==> src/rtl/sync_fifo_flagged.sv <==
// Single-clock FIFO with occupancy count, registered almost-full/almost-empty flags,
// sticky overflow/underflow errors and an optional first-word-fall-through read port.
module sync_fifo_flagged #(
  parameter int WIDTH     = 8,
  parameter int DEPTH     = 8,
  parameter int AF_THRESH = DEPTH - 2,
  parameter int AE_THRESH = 2,
  parameter int FWFT      = 0
) (
  input  logic                         clk,
  input  logic                         rst,
  input  logic                         wr_en,
  input  logic                         rd_en,
  input  logic [WIDTH-1:0]             data_in,
  input  logic                         clr_err,
  output logic [WIDTH-1:0]             data_out,
  output logic                         full,
  output logic                         empty,
  output logic                         almost_full,
  output logic                         almost_empty,
  output logic [$clog2(DEPTH+1)-1:0]   count,
  output logic                         overflow,
  output logic                         underflow
);

  localparam int CW = $clog2(DEPTH + 1);
  localparam int PW = (DEPTH > 1) ? $clog2(DEPTH) : 1;

  if (WIDTH < 1 || DEPTH < 2 || AE_THRESH < 0 || AE_THRESH >= AF_THRESH || AF_THRESH > DEPTH)
  begin : g_param_check
    $error("sync_fifo_flagged: illegal WIDTH/DEPTH/threshold parameters");
  end

  logic [WIDTH-1:0] mem [DEPTH];
  logic [PW-1:0]    wr_ptr;
  logic [PW-1:0]    rd_ptr;
  logic [CW-1:0]    count_next;
  logic             wr_ok;
  logic             rd_ok;

  // Explicit wrap so that non-power-of-two depths never index past the last entry.
  function automatic logic [PW-1:0] ptr_inc(input logic [PW-1:0] p);
    return (p == PW'(DEPTH - 1)) ? '0 : p + PW'(1);
  endfunction

  assign wr_ok = wr_en & ~full;
  assign rd_ok = rd_en & ~empty;

  always_comb begin
    count_next = count;
    case ({wr_ok, rd_ok})
      2'b10:   count_next = count + CW'(1);
      2'b01:   count_next = count - CW'(1);
      default: count_next = count;
    endcase
  end

  always_ff @(posedge clk or posedge rst) begin
    if (rst) begin
      wr_ptr       <= '0;
      rd_ptr       <= '0;
      count        <= '0;
      full         <= 1'b0;
      empty        <= 1'b1;
      almost_full  <= 1'b0;
      almost_empty <= 1'b1;
      overflow     <= 1'b0;
      underflow    <= 1'b0;
    end else begin
      if (wr_ok) wr_ptr <= ptr_inc(wr_ptr);
      if (rd_ok) rd_ptr <= ptr_inc(rd_ptr);
      count        <= count_next;
      full         <= (count_next == CW'(DEPTH));
      empty        <= (count_next == '0);
      almost_full  <= (count_next >= CW'(AF_THRESH));
      almost_empty <= (count_next <= CW'(AE_THRESH));
      // A new error event takes priority over a clear in the same cycle.
      if (wr_en & full)      overflow <= 1'b1;
      else if (clr_err)      overflow <= 1'b0;
      if (rd_en & empty)     underflow <= 1'b1;
      else if (clr_err)      underflow <= 1'b0;
    end
  end

  always_ff @(posedge clk) begin
    if (wr_ok) mem[wr_ptr] <= data_in;
  end

  if (FWFT != 0) begin : g_fwft
    assign data_out = empty ? '0 : mem[rd_ptr];
  end else begin : g_std
    logic [WIDTH-1:0] dout_q;
    always_ff @(posedge clk or posedge rst) begin
      if (rst)        dout_q <= '0;
      else if (rd_ok) dout_q <= mem[rd_ptr];
    end
    assign data_out = dout_q;
  end

endmodule

==> config.mk <==
export PLATFORM = sky130hd
export DESIGN_NAME = sync_fifo_flagged
export DESIGN_NICKNAME = d
export VERILOG_FILES = /design/src/rtl/sync_fifo_flagged.sv
export SDC_FILE = /design/constraint.sdc
export NUM_CORES = 1
export LEC_CHECK = 0
export BUFFER_PORTS_ARGS = -buffer_cell sky130_fd_sc_hd__buf_2
export CAP_MARGIN = 20
export CORE_MARGIN = 2
export CORE_UTILIZATION = 45
export CTS_CLUSTER_SIZE = 10
export DETAILED_ROUTE_END_ITERATION = 10
export PLACE_DENSITY_LB_ADDON = 0.08
export SLEW_MARGIN = 20
export SYNTH_ARGS = -nofsm -noshare
export SYNTH_HDL_FRONTEND = slang
export SYNTH_SLANG_ARGS = --single-unit
==> constraint.sdc <==
create_clock -name clk -period 2.53 [get_ports clk]
set_input_delay 0.1265 -clock clk [delete_from_list [all_inputs] [get_ports clk]]
set_output_delay 0.1265 -clock clk [all_outputs]
set_load 0.1 [all_outputs]
# == Word level (Yosys, flattened, before mapping) ==
# Memory sizes are Yosys's and may differ from the RTL's. A register that Yosys moved wholly into a read port is not among the register bits.
# Index checks and enable logic that the tools add are counted.
# totals
ram_bits,64
regBits,16
mem_count,1
output_inout_bits,18
wordCells,38
# mem_list
name,depth,width,read_ports,rd_clocked_by_memory_dff,write_ports,line,rtl
mem,8,8,1,1,1,34,logic [WIDTH-1:0] mem [DEPTH];
# classes
muxes,8
eq_ne,5
n_lt_le_gt_ge,2
bitwise_logic,6
reduce_logical,3
n_addsub,4
# op_table
cell,n
4-bit one-hot mux with 2 select lines,1
"3-bit by 1-bit adder with 3-bit output, second input constant",2
"3-bit equality test, second input constant",2
3-bit 2-to-1 mux,2
1-bit 2-to-1 mux,5
"4-bit by 1-bit adder with 4-bit output, second input constant",1
1-bit AND,4
"4-bit equality test, second input constant",1
"4-bit by 3-bit >= comparator with 1-bit output, second input constant",1
"4-bit by 2-bit less-or-equal comparator with 1-bit output, second input constant",1
4-bit logical NOT,1
2-bit nonzero test,2
"4-bit by 1-bit subtractor with 4-bit output, second input constant",1
"2-bit by 1-bit equality test with 1-bit output, second input constant",1
"2-bit equality test, second input constant",1
1-bit inverter,2

# == Depth between registers and ports, before layout ==
# depth
word_depth,5
depth_mapped,11
mapped_depth_nobuf,10

# == Worst setup path after synthesis ==
# Ideal clock, no wire load.
# synth_path
path_kind,flip-flop to flip-flop
from,register empty
to,register empty
path_buffers,1
setup_slack_ps,-456
stages_incl_launch_ff,12
arrival_time_ps,2897
path_cell_list,dfstp_2 > nand2b_1 > clkbuf_1 > inv_1 > ha_1 > xor2_1 > ha_1 > a21oi_2 > mux2i_1 > xor2_1 > inv_2 > a211oi_1
# synth_via
elab_chain_len,5
elab_cells_between_ends,6
# synth_rtl
item,line,rtl
start: declaration,18,"output logic empty,"
start signal: assignment,74,empty <= (count_next == '0);
1-bit inverter *,47,assign rd_ok = rd_en & ~empty;
1-bit AND *,47,
2-bit by 1-bit equality test with 1-bit output / 2-bit equality test (equally long branches),51,"case ({wr_ok, rd_ok})"
4-bit one-hot mux with 2 select lines *,51,
via count_next[2],37,logic [CW-1:0] count_next;
4-bit logical NOT *,74,
# Mark *: on every way through the listed nets, which the timed path passes. The rest lies on a longest branch.
# A chain may end at the register's enable or synchronous reset.

# == Final worst setup path ==
# layout_path
from,register empty
to,register full
# layout_via
elab_chain_len,5
elab_cells_between_ends,6
# layout_rtl
item,line,rtl
1-bit inverter *,47,
1-bit AND *,47,
2-bit by 1-bit equality test with 1-bit output / 2-bit equality test (equally long branches),51,
4-bit one-hot mux with 2 select lines *,51,
via count_next[2],37,
4-bit equality test *,73,full <= (count_next == CW'(DEPTH));
end signal: assignment,73,
end: declaration,17,"output logic full,"
# Marks and branches as above.

==> key figures <==
STA
  • Slew Limit Fails: 0
  • Fin Clk Skew: 0.0107 ns
  • Tightest Pin Transition: 0.935 ns
  • Max Freq: 435 MHz
  • Final setup fails: 0
  • RSZ-0062 raised after global routing: false
  • Crit path time final: 2.30 ns
  • Final period utilization: 90.9%
  • Worst Hold Margin: 0.0454 ns
  • Worst slew margin: 37.3%
  • Final Hold Fails: 0

CTS
  • Clk slew on worst S/H paths: 0.09 ns
  • Clock root buffer: clkbuf_8
  • Cts bufs inserted: 9
  • Clock Latency Late Sink: 0.34 ns
  • Post_cts resized: 0
  • Clk sinks: 88
  • CTS tree: yes
  • Postcts setup bufs: 0
  • # H-tree levels: 3
  • Bufs on Longest Clock Path: 2

Setup path
  • Worst setup EP type: register
  • Critical setup path kind: reg -> reg
  • Critical Path AT: 2.55 ns
  • Critical path required time: 2.78 ns
  • Crit path max fanout: 7
  • Startpoint type of the worst setup path: register

Global routing
  • First-pass GRT wire length: 11000 um
  • Antenna violations before repair: 0
  • Grt met3 use: 2.95%
  • Grt peak-use layer: met2
  • Global Route met2 Usage: 29.8%
  • Tot GR Track Use: 17.3%
  • Grt ovf: 0
  • Vias in the first global route: 1966
  • M1 GR Usage: 22.5%
  • Pin count of the biggest net entering global routing: 25

Synth
  • Largest area contributor in the netlist: edfxtp_1
  • Largest cells by area after synthesis: edfxtp_1 52%, dfrtp_1 15%, mux4_2 7.9%
  • Mapped Nets: 243
  • Post-synth top area share: 52.1%
  • Async SR Flop Fraction: 27.3%
  • Synthesized area per cell: 16.6 um2
  • Post-Synthesis Cells: 223
  • Syn Std Cell Area: 0.00369 mm2
  • Synth top cells by count: 64 x edfxtp_1, 22 x dfrtp_1, 13 x mux4_2, 13 x nand2_1, 13 x o21ai_0
  • Top_reg_cell synth: edfxtp_1
  • Count leader, synth: edfxtp_1
  • Synth cell types: 43
  • YS warnings: 0
  • Number of synthesized flops with an enable pin: 64
  • Synthesized flop and latch total: 88
  • Sequential fraction of the synthesis area: 68.4%

Final layout
  • Area grow syn2layout: 15.5%
  • Post-route cell area: 0.00426 mm2
  • Share of cells above drive strength 1: 32.4%
  • Ant diodes: 0
  • Nets: 287

Drt
  • DR pass1 iterations: 4
  • WL/cell: 18.7 um
  • Aggregate routed wire length: 7030 um
  • Routed vias: 1985
  • Vias per cell: 5.27
  • Drt drc: 0
  • Iter 0 DRT Violations: 46
  • Final ANT Viol Nets: 0

Hold path
  • Worst Hold Class: in -> reg

Flow run
  • Max-cap violations: 0

Floorplanning
  • Die span in y: 94.6 um
  • Core Area: 0.00809 mm2
  • I/O pins: 31
  • FP Rows: 33
  • Starting Density: 45.6%
  • Die Area: 0.00894 mm2
  • Die width: 94.6 um

Placed design
  • Dpl cell area: 0.00405 mm2
  • DP Wirelength: 4540 um
  • Final Wtd Congestion: 0.791
  • Port bufs: 30

Run status
  • Outcome: complete, no violations
layout make-up:
| cell class | instances | area, um2 |
|---|---|---|
| repair buffers | 44 | 260 |
| flip-flops and latches | 88 | 2530 |
| clock buffers | 10 | 128 |
| well taps | 105 | 131 |
| multi-input cells | 115 | 1110 |
| fillers | 714 | 3830 |
| inverters | 9 | 36.3 |
| clock inverters | 6 | 68.8 |
critical path, stage by stage, from the launching register on:
cell      delay (ns)
dfstp_4         0.62
nand2b_4        0.13
inv_4           0.04
ha_4            0.16
xor2_1          0.16
ha_2            0.19
a21oi_2         0.11
mux2i_1         0.23
xor2_1          0.31
inv_2           0.10
a211oi_2        0.16
per-stage QoR:
stage	setup TNS (ns)	util, %	setup slack, ns	instances
2_1_floorplan	-0.0920	-	-0.0321	223
3_3_place_gp	0	50.0	0.299	359
3_5_place_dp	0	50.0	0.227	359
4_1_cts	0	52.5	0.214	376
5_1_grt	0	52.7	0.120	377
6_report	0	52.7	0.229	377
path summary, 6_finish.rpt:
check,start,to,slack [ns],cells after the start
max,empty,full,0.23,10
min reg2reg,data_out[7],data_out[7],0.49,2
max in group asynchronous,rst,full,1.64,3
min in group asynchronous,rst,overflow,0.41,3
max reg2reg,empty,full,0.23,10
min,data_in[3],mem[6][3],0.05,1
flip-flops by register name, indices dropped and copies added (netlist names):
register,cells
count,4
wr_ptr,3
almost_full,1
mem,64
full,1
overflow,1
almost_empty,1
rd_ptr,3
underflow,1
empty,1
data_out,8
metal layers:
metal / vias up / wire [um] / share of wire [%]
li1: 945 / - / -
met1: 1006 / 3190 / 45
met2: 28 / 3650 / 52
met3: 6 / 135 / 1.9
met4: 0 / 57 / 0.81
met5: - / 0 / 0
placed cells by master, fill, tap and decap left out, drive strengths merged, types with 2 or more instances in the layout:
| master | count |
|---|---|
| nor4 | 2 |
| dfrtp | 22 |
| mux4 | 16 |
| buf | 42 |
| nand2 | 13 |
| mux2i | 9 |
| inv | 9 |
| nor2b | 3 |
| o211ai | 3 |
| a21o | 2 |
| dlygate4sd3 | 2 |
| mux2 | 4 |
| nand2b | 6 |
| clkinvlp | 2 |
| a211oi | 3 |
| edfxtp | 64 |
| clkbuf | 10 |
| nor3 | 7 |
| o21ai | 13 |
| dfstp | 2 |
| ha | 7 |
| clkinv | 3 |
| xor2 | 2 |
| nor2 | 6 |
| a21oi | 2 |
cells by family (layout without fill, tap and decap cells):
family / after synthesis / in the layout / synth area share [%]
DFF: 88 / 88 / 68.4
muxes: 29 / 29 / 13.7
and+or+nand+nor: 46 / 46 / 6.68
buffers and inverters: 20 / 69 / 2.64
AOI/OAI and AO/OA: 30 / 30 / 5.46
xor gates and xnor gates: 3 / 3 / 0.712
adders and majority gates: 7 / 7 / 2.37
repair_timing:
item / in CTS / in global routing
hold buffers: 1 / 1
setup endpoints to repair: 0 / 0
endpoints found under the hold margin: 2 / 22
Power is not shown: default switching activity piles up to over one toggle a cycle in this logic, so the estimate is an artifact.
